File: src/rtl/spi_master_if.sv
// Parallel request/response bus between on-chip control logic and spi_master.
// The master modport is the requester; the slave modport is spi_master itself.
interface spi_master_if;
  logic       start;
  logic [1:0] cmd;
  logic [7:0] wdata;
  logic       busy;
  logic       done;
  logic [7:0] rdata;
  logic       rdata_valid;

  modport master (
    output start, cmd, wdata,
    input  busy, done, rdata, rdata_valid
  );

  modport slave (
    input  start, cmd, wdata,
    output busy, done, rdata, rdata_valid
  );
endinterface

File: src/rtl/spi_master.sv
// SPI master for the slave-with-RAM subsystem: sends a select bit plus a 10-bit
// {cmd, data} frame MSB first, and for read-data commands captures an 8-bit reply.
module spi_master #(
  parameter int TURN_CYCLES = 1,
  parameter int GAP_CYCLES  = 2
) (
  input  logic         clk,
  input  logic         rst,
  spi_master_if.slave  req,
  output logic         ss_n,
  output logic         mosi,
  input  logic         miso
);

  typedef enum logic [2:0] {
    IDLE,
    SELECT,
    SHIFT,
    TURN,
    RECV,
    GAP
  } state_t;

  localparam logic [3:0] TURN_LOAD = 4'(TURN_CYCLES - 1);
  localparam logic [3:0] GAP_LOAD  = 4'(GAP_CYCLES - 1);
  localparam logic [3:0] SHIFT_LOAD = 4'd9;
  localparam logic [3:0] RECV_LOAD  = 4'd7;

  state_t      state_q, state_d;
  logic [3:0]  cnt_q, cnt_d;
  logic [9:0]  shreg_q, shreg_d;
  logic [7:0]  rx_q, rx_d;
  logic        is_read_q, is_read_d;
  logic        ss_n_q, ss_n_d;
  logic        mosi_q, mosi_d;
  logic        busy_q, busy_d;
  logic        done_q, done_d;
  logic [7:0]  rdata_q, rdata_d;
  logic        rdata_valid_q, rdata_valid_d;
  logic        accept;

  // A new request is taken in IDLE or on the final gap cycle, so held starts run back-to-back.
  assign accept = req.start &&
                  ((state_q == IDLE) || ((state_q == GAP) && (cnt_q == 4'd0)));

  always_comb begin
    state_d       = state_q;
    cnt_d         = cnt_q;
    shreg_d       = shreg_q;
    rx_d          = rx_q;
    is_read_d     = is_read_q;
    ss_n_d        = 1'b1;
    mosi_d        = 1'b0;
    busy_d        = busy_q;
    done_d        = 1'b0;
    rdata_d       = rdata_q;
    rdata_valid_d = 1'b0;

    unique case (state_q)
      IDLE: begin
      end

      SELECT: begin
        state_d = SHIFT;
        cnt_d   = SHIFT_LOAD;
        ss_n_d  = 1'b0;
        mosi_d  = shreg_q[9];
        shreg_d = {shreg_q[8:0], 1'b0};
      end

      // mosi is registered, so each cycle queues the next bit from the shifted frame.
      SHIFT: begin
        if (cnt_q != 4'd0) begin
          cnt_d   = cnt_q - 4'd1;
          ss_n_d  = 1'b0;
          mosi_d  = shreg_q[9];
          shreg_d = {shreg_q[8:0], 1'b0};
        end else if (is_read_q) begin
          ss_n_d = 1'b0;
          if (TURN_CYCLES > 0) begin
            state_d = TURN;
            cnt_d   = TURN_LOAD;
          end else begin
            state_d = RECV;
            cnt_d   = RECV_LOAD;
          end
        end else begin
          state_d = GAP;
          cnt_d   = GAP_LOAD;
          done_d  = 1'b1;
        end
      end

      TURN: begin
        ss_n_d = 1'b0;
        if (cnt_q != 4'd0) begin
          cnt_d = cnt_q - 4'd1;
        end else begin
          state_d = RECV;
          cnt_d   = RECV_LOAD;
        end
      end

      RECV: begin
        rx_d = {rx_q[6:0], miso};
        if (cnt_q != 4'd0) begin
          cnt_d  = cnt_q - 4'd1;
          ss_n_d = 1'b0;
        end else begin
          state_d       = GAP;
          cnt_d         = GAP_LOAD;
          rdata_d       = {rx_q[6:0], miso};
          rdata_valid_d = 1'b1;
          done_d        = 1'b1;
        end
      end

      GAP: begin
        if (cnt_q != 4'd0) begin
          cnt_d = cnt_q - 4'd1;
        end else begin
          state_d = IDLE;
          busy_d  = 1'b0;
        end
      end

      default: begin
        state_d = IDLE;
        busy_d  = 1'b0;
      end
    endcase

    if (accept) begin
      state_d   = SELECT;
      cnt_d     = 4'd0;
      shreg_d   = {req.cmd, (req.cmd == 2'b11) ? 8'h00 : req.wdata};
      is_read_d = (req.cmd == 2'b11);
      ss_n_d    = 1'b0;
      mosi_d    = req.cmd[1];
      busy_d    = 1'b1;
    end
  end

  always_ff @(posedge clk or posedge rst) begin
    if (rst) begin
      state_q       <= IDLE;
      cnt_q         <= 4'd0;
      shreg_q       <= 10'd0;
      rx_q          <= 8'h00;
      is_read_q     <= 1'b0;
      ss_n_q        <= 1'b1;
      mosi_q        <= 1'b0;
      busy_q        <= 1'b0;
      done_q        <= 1'b0;
      rdata_q       <= 8'h00;
      rdata_valid_q <= 1'b0;
    end else begin
      state_q       <= state_d;
      cnt_q         <= cnt_d;
      shreg_q       <= shreg_d;
      rx_q          <= rx_d;
      is_read_q     <= is_read_d;
      ss_n_q        <= ss_n_d;
      mosi_q        <= mosi_d;
      busy_q        <= busy_d;
      done_q        <= done_d;
      rdata_q       <= rdata_d;
      rdata_valid_q <= rdata_valid_d;
    end
  end

  assign ss_n            = ss_n_q;
  assign mosi            = mosi_q;
  assign req.busy        = busy_q;
  assign req.done        = done_q;
  assign req.rdata       = rdata_q;
  assign req.rdata_valid = rdata_valid_q;

endmodule

File: src/flat_wrapper.sv
// flat-port wrapper written by rule: the top's interface ports become plain ports
module spi_master_flat 
#(
  parameter int TURN_CYCLES = 1,
  parameter int GAP_CYCLES  = 2
)
  (clk, rst, ss_n, mosi, miso, req_start, req_cmd, req_wdata, req_busy, req_done, req_rdata, req_rdata_valid);
  spi_master_if req_i ();
  input  logic clk;
  input  logic rst;
  output logic ss_n;
  output logic mosi;
  input  logic miso;
  input wire logic [$bits(req_i.start)-1:0] req_start;
  input wire logic [$bits(req_i.cmd)-1:0] req_cmd;
  input wire logic [$bits(req_i.wdata)-1:0] req_wdata;
  output wire logic [$bits(req_i.busy)-1:0] req_busy;
  output wire logic [$bits(req_i.done)-1:0] req_done;
  output wire logic [$bits(req_i.rdata)-1:0] req_rdata;
  output wire logic [$bits(req_i.rdata_valid)-1:0] req_rdata_valid;
  assign req_i.start = req_start;
  assign req_i.cmd = req_cmd;
  assign req_i.wdata = req_wdata;
  assign req_busy = req_i.busy;
  assign req_done = req_i.done;
  assign req_rdata = req_i.rdata;
  assign req_rdata_valid = req_i.rdata_valid;
  spi_master #(.TURN_CYCLES(TURN_CYCLES), .GAP_CYCLES(GAP_CYCLES)) u_core (.clk(clk), .rst(rst), .req(req_i), .ss_n(ss_n), .mosi(mosi), .miso(miso));
endmodule
File: config.mk
export PLATFORM = sky130hd
export DESIGN_NAME = spi_master_flat
export DESIGN_NICKNAME = d
export VERILOG_FILES = /design/src/rtl/spi_master_if.sv /design/src/rtl/spi_master.sv /design/src/flat_wrapper.sv
export SDC_FILE = /design/constraint.sdc
export NUM_CORES = 1
export LEC_CHECK = 0
export CAP_MARGIN = 10
export CORE_MARGIN = 1
export CORE_UTILIZATION = 58
export CTS_CLUSTER_DIAMETER = 60
export DETAILED_ROUTE_END_ITERATION = 6
export PLACE_DENSITY_LB_ADDON = 0.12
export SLEW_MARGIN = 10
export SYNTH_ARGS = -nofsm -noshare
export SYNTH_HDL_FRONTEND = slang
export SYNTH_SLANG_ARGS = --single-unit
File: constraint.sdc
create_clock -name clk -period 2.7 [get_ports clk]
set_input_delay 0.27 -clock clk [delete_from_list [all_inputs] [get_ports clk]]
set_output_delay 0.27 -clock clk [all_outputs]
set_load 0.05 [all_outputs]
==> summary.txt, run 1 <==
Clocking
  – Cts repair resizes: 0
  – Worst skew pair latency: 0.35 ns
  – H-tree Lvls: 2
  – Root buf cell: clkbuf_4
  – # hold bufs at CTS: 0
  – CTS Buf Count: 5
  – Clock slew at reported path FFs: 0.11 ns
  – CTS Buffer Depth: 2
  – Clock sinks: 38
  – CTS tree: done
  – Post-CTS Setup Repair Bufs: 0

Global route
  – Global-route wire length before repair: between 6 and 7 mm
  – Overall routing resource usage: 0.252
  – Largest net degree at the start of global routing: 39
  – Vias in the first global route: ~1.4k
  – Overflow after GRT: 0
  – Initial antenna violation count: 0

Logic synthesis
  – Async SR Flop Fraction: 1.00
  – Post-synth EDFFs: 0
  – Synth cell types: 46
  – Register area share after synthesis: 0.505
  – Yosys warnings: 0
  – Syn Nets: ~190
  – Most common cell in the netlist: dfrtp_1
  – Syn Inst Count: roughly 170
  – #FFs+latches synth: 38
  – Dominant cells by area after synthesis: dfrtp_1 (49%), mux2_2 (9.0%), a2bb2oi_1 (3.7%)
  – Synthesized cell area: about 1900 um2
  – Area share of the largest cell type after synthesis: 0.491
  – Commonest cells post-synth: dfrtp_1 (37), mux2_2 (15), o21ai_0 (14)
  – Avg Cell Area, Syn: 11.2 um2
  – Post-synth top area cell: dfrtp_1
  – Synth Flop Type: dfrtp_1

Placed design
  – Detailed Place HPWL: between 2 and 3 mm
  – Port bufs: 26
  – GPL Wtd Cong: slightly above 0.9

Setup path
  – Crit path cell chain: and4bb_4 -> a21o_1 -> nor2_1 -> a221o_1
  – Crit end category: flop
  – Critical Path AT: between 2 and 2.5 ns
  – Critical path origin: u_core.state_q[0]
  – Crit path buffers/inverters: 0
  – Slowest-stage cell, CP: dfrtp_1
  – CP delay by family, top: flip-flops
  – WP data required: about 3 ns
  – Reg2reg start: u_core.state_q[0]
  – Crit Path Category: reg -> reg
  – Worst Path Max Fanout: 17
  – Startpoint types: flop
  – Slowest stage delay, CP: about 0.75 ns

Hold path
  – Worst hold path class: in -> async

Finish
  – Ant. Diodes: 0
  – # fillers: 226
  – Register Area: roughly 950 um2
  – Multi-input logic area: about 840 um2
  – Share of cells above drive strength 1: 0.195
  – Nets: 211
  – Area Overhead vs Synth: 20.4%
  – Final Util: 0.738

Routing
  – DR DRC count: 0
  – First drt pass iteration count: 4
  – WL per Instance: 15.6 um
  – Drt initial violations: 68
  – Routed via count: between 1k and 1.5k
  – Drt total wl: roughly 3.7 mm
  – Final antenna-violating net count: 0
  – Vias per inst: between 5 and 6

Timing
  – Pins Over Slew Limit: 0
  – Final setup violation count: 0
  – Slew Limit Headroom: 0.587
  – Hold Fails Final Rpt: 0
  – Worst-Margin Slew: around 0.62 ns
  – RSZ-0062 raised after global routing: false
  – Final setup TNS: 0 ns
  – F_max: roughly 490 MHz
  – Period utilisation layout: 0.760
  – Fin crit period: about 2.1 ns
  – Final Skew: ~0.0053 ns

Pwr
  – Total design power: approximately 2.7 mW
  – Leakage: 1.02 nW
  – Worst VDD drop: around 800 uV
  – Pwr/cell area: between 1000 and 1500 nW/um2

Outcome
  – Status: finished, final reports clean

Floorplan
  – Total core area: between 3000 and 4000 um2
  – Die ar.: ~3500 um2
  – Starting density of the core: 0.613
  – Die Y-Extent: between 50 and 60 um
  – Die width: between 50 and 60 um
  – Std-Cell Rows: 20
  – I/O Pins: 27

Job
  – Max Cap Viol: 0
## final timing paths
check / end / slack (ns) / depth (start not counted)
min in group clk: u_core.shreg_q[5] / 0.47 / 3
hold / removal: u_core.req.rdata[4] / 0.32 / 3
max in group asynchronous: u_core.ss_n / 2.02 / 3
setup / recovery: u_core.cnt_q[3] / 0.65 / 4
hold reg to reg: u_core.req.rdata[4] / 0.52 / 1
setup reg to reg: u_core.cnt_q[3] / 0.65 / 4
## per-stage QoR
step,cell area (um2),setup slack [ns],instances,hold slack (ns)
CTS,2270,0.685,239,0.333
finish,2270,0.649,239,0.321
floorplan,1890,0.935,168,0.387
detailed placement,2160,0.652,231,0.492
global route,2270,0.530,239,0.367
global placement,2160,0.740,231,0.487
## cells in the final DEF (no fill, tap or decap), types with 2 or more instances in the layout
master / synthesis / routed
inv_1: 8 / 8
clkbuf_4: 0 / 5
nand2_1: 6 / 6
buf_4: 2 / 3
o21ai_0: 14 / 14
and2_1: 2 / 2
o22ai_1: 4 / 4
nor2_1: 6 / 6
dfrtp_1: 37 / 37
mux2i_1: 2 / 2
nor4b_2: 2 / 2
ha_1: 3 / 3
nor3_1: 3 / 3
nand3_1: 8 / 8
clkdlybuf4s50_1: 0 / 26
a2bb2oi_1: 8 / 8
nand2b_1: 4 / 4
o2bb2ai_1: 2 / 2
a21oi_1: 8 / 8
o31ai_1: 2 / 2
mux2_2: 15 / 15
bufinv_16: 0 / 2
## state kept, by name, summed over array words and instances, names as in the netlist
register,cells
u_core.state_q,3
u_core.req.busy,1
u_core.cnt_q,4
u_core.shreg_q,10
u_core.mosi,1
u_core.rx_q,7
u_core.ss_n,1
u_core.req.rdata_valid,1
u_core.is_read_q,1
u_core.req.done,1
u_core.req.rdata,8
## where the power goes
group | leakage, nW | internal [mW] | switching (mW) | total [mW]
Sequential | 0.485 | 0.773 | 0.191 | 0.964
Clock | 0.0585 | 0.314 | 0.192 | 0.506
Combinational | 0.473 | 0.539 | 0.645 | 1.18
Total | 1.02 | 1.62 | 1.03 | 2.65
## final cells by class
class,count,share of cell area
timing repair buffer,29,0.125
inverter,8,0.0132
clock inverter,2,0.0264
tap,44,0.0242
sequential,38,0.419
multi-input combinational,112,0.370
clock buffer,6,0.0226
## worst reg2reg max path, cell delays in order (launching register included)
cell and delay, ns:
dfrtp_1 0.75, and4bb_4 0.40, a21o_1 0.40, nor2_1 0.10
a221o_1 0.30
## cell families after synthesis
group | share of synthesized area
muxes | 0.100
xor gates and xnor gates | 0.00929
adders and majority gates | 0.0199
DFF | 0.505
AOI/OAI and AO/OA | 0.178
and+or+nand+nor | 0.138
buffers and inverters | 0.0498
## layer usage
layer  part of all wire  track usage  up-vias
met5                  0            0        -
met2               0.47        0.394       45
met4              0.026        0.160        0
met1               0.46        0.315      684
li1                   -            -      669
met3              0.048       0.0568       11
Power figures use the tool's default switching activity.
==> inputs of run 2 (changes only) <==
- CORE_UTILIZATION: 58 -> 53
- clock period: 2.7 -> 1.9 ns (I/O delays scaled with it)
==> run 2 against run 1 <==
Sequential cell count did not move. Clock-buffer cell count fell by 1. Clock skew barely moved. Maximum frequency rose by 14%. Sequential share of layout area fell by 1.3 points. Clock power rose by 38%. Critical path depth rose by 2. Die area rose by 9.1%. Design area rose by 3.4%. Utilization fell by 4.0 points. Wire length rose by 1.1%. Sequential power rose by 42%. Critical endpoint unchanged. Largest power group unchanged.
==> summary.txt, run 2 (synthesis gave the netlist of run 1 again) <==
Global route
  – Global-route wire length before repair: 6.13 mm
  – Overflow after GRT: 0
  – Largest net degree at the start of global routing: 39
  – Vias in the first global route: between 1k and 1.5k
  – Overall routing resource usage: 0.228
  – Initial antenna violation count: 0

Timing
  – Worst-Margin Slew: 0.503 ns
  – Slew Limit Headroom: 0.664
  – Final setup TNS: 0 ns
  – Period utilisation layout: 0.948
  – Final setup violation count: 0
  – F_max: 555 MHz
  – Fin crit period: roughly 1.8 ns
  – Final Skew: just under 0.006 ns
  – Final WS setup: 0.0991 ns
  – Hold Fails Final Rpt: 0
  – Pins Over Slew Limit: 0
  – RSZ-0062 raised after global routing: false

Setup path
  – Crit end category: flop
  – Slowest-stage cell, CP: dfrtp_1
  – Reg2Reg Depth: 6
  – R2R setup slack: between 0.09 and 0.1 ns
  – End point of the critical path: u_core.cnt_q[3]
  – Crit path cell chain: inv_2 -> ha_2 -> and4bb_4 -> a211o_1 -> nor2_1 -> a221o_1
  – Worst Path Max Fanout: 7
  – Startpoint types: flop
  – Slowest stage delay, CP: between 0.4 and 0.5 ns
  – WP data required: 2.14 ns
  – Critical path origin: u_core.cnt_q[0]
  – Crit Path Category: reg -> reg
  – Critical Path AT: a little over 2 ns
  – R2r endpoint: u_core.cnt_q[3]
  – Reg2reg start: u_core.cnt_q[0]

Placed design
  – Worst Setup Slack post-DPL: approximately 0.00071 ns
  – Port bufs: 26
  – Detailed Place HPWL: 2.66 mm
  – Post-DP Area: between 2000 and 2500 um2
  – GPL Wtd Cong: between 0.8 and 0.9

Floorplan
  – I/O Pins: 27
  – Total core area: roughly 3400 um2
  – Std-Cell Rows: 21
  – Die Y-Extent: between 60 and 70 um
  – Die width: between 60 and 70 um
  – Die ar.: around 3800 um2
  – Starting density of the core: 0.561

Pwr
  – Pwr/cell area: around 1700 nW/um2
  – Worst VDD drop: about 960 uV
  – Leakage: approximately 1.1 nW

Finish
  – Commonest non-fill, non-tap cell in the layout: dfrtp_1
  – Area Overhead vs Synth: 24.5%
  – Most frequent cells in the layout: dfrtp_1 (36), clkdlybuf4s50_1 (25), mux2_2 (15), o21ai_0 (13), buf_4 (10)
  – Top reg by flops: u_core.shreg_q
  – Nets: between 200 and 250
  – Ant. Diodes: 0
  – Final Cell Area: about 2300 um2
  – Flip-flop count of the largest register after layout: 10
  – Share of cells above drive strength 1: 0.243

Clocking
  – Clock sinks: 38
  – Post-CTS Setup Repair Bufs: 0
  – CTS Buf Count: 5
  – Root buf cell: clkbuf_4
  – CTS Buffer Depth: 2
  – CTS tree: done
  – Worst skew pair latency: 0.35 ns
  – Clock slew at reported path FFs: ~0.12 ns
  – H-tree Lvls: 2

Routing
  – WL per Instance: 15.2 um
  – Routed via count: ~1.4k
  – Drt initial violations: 50
  – Final antenna-violating net count: 0
  – Vias per inst: 5.76
  – DR DRC count: 0
  – Drt total wl: between 3 and 4 mm
  – First drt pass iteration count: 4

Job
  – Max Cap Viol: 0

Hold path
  – Worst hold path class: in -> async

Outcome
  – Status: finished, final reports clean
[run 2: worst max-delay path, delay by kind of cell, from the launching register on]
family,cells,cell delay [ns]
AO/OA/AOI/OAI,2,0.57
flip-flops,1,0.44
AND/OR/NAND/NOR,2,0.37
adder cells (fa/ha/maj),1,0.21
buffers and inverters,1,0.10
[run 2: per-layer routing]
metal	vias up	share of wire	GRT usage
met5	-	0	0
met4	0	0.011	0.0667
met3	6	0.038	0.0756
met2	31	0.50	0.398
met1	711	0.45	0.266
li1	681	-	-
[run 2: worst min path at each step]
stage	start	endpoint	slack [ns]	cells past startpoint
floorplan	req_cmd[1]	u_core.mosi	0.31	2
detailed placement	u_core.req.busy	u_core.req.busy	0.49	2
finish	rst	u_core.req.rdata[2]	0.23	3
global placement	u_core.req.rdata[4]	u_core.req.rdata[4]	0.49	1
global route	rst	u_core.req.rdata[2]	0.29	3
CTS	rst	u_core.state_q[0]	0.24	3
[run 2: layout make-up]
type | instances | area (um2)
clock buffers | 5 | 37.5
clock inverters | 3 | 68.8
fillers | 271 | 1020
inverters | 8 | 30.0
multi-input cells | 112 | 862
flip-flops and latches | 38 | 953
well taps | 46 | 57.6
repair buffers | 36 | 338
[run 2: report_power, final]
group / switching, mW / total (mW) / internal (mW)
combinational: 0.946 / 1.82 / 0.870
clock: 0.286 / 0.697 / 0.412
sequential: 0.268 / 1.37 / 1.10
[run 2: repair_timing]
item | CTS | global route
pin swaps | 0 | 1
hold buffers | 0 | 0
gates resized for setup | 1 | 7
setup endpoints to repair | 1 | 21
gates cloned | 0 | 0
[run 2: per-stage QoR]
step / utilization / power, mW / instances / hold slack (ns)
finish: 0.698 / 3.88 / 248 / 0.229
global route: 0.698 / 4.14 / 248 / 0.289
CTS: 0.691 / 3.84 / 248 / 0.236
detailed placement: 0.658 / 3.13 / 240 / 0.493
global placement: 0.658 / 3.04 / 240 / 0.490
floorplan: - / 2.68 / 168 / 0.307
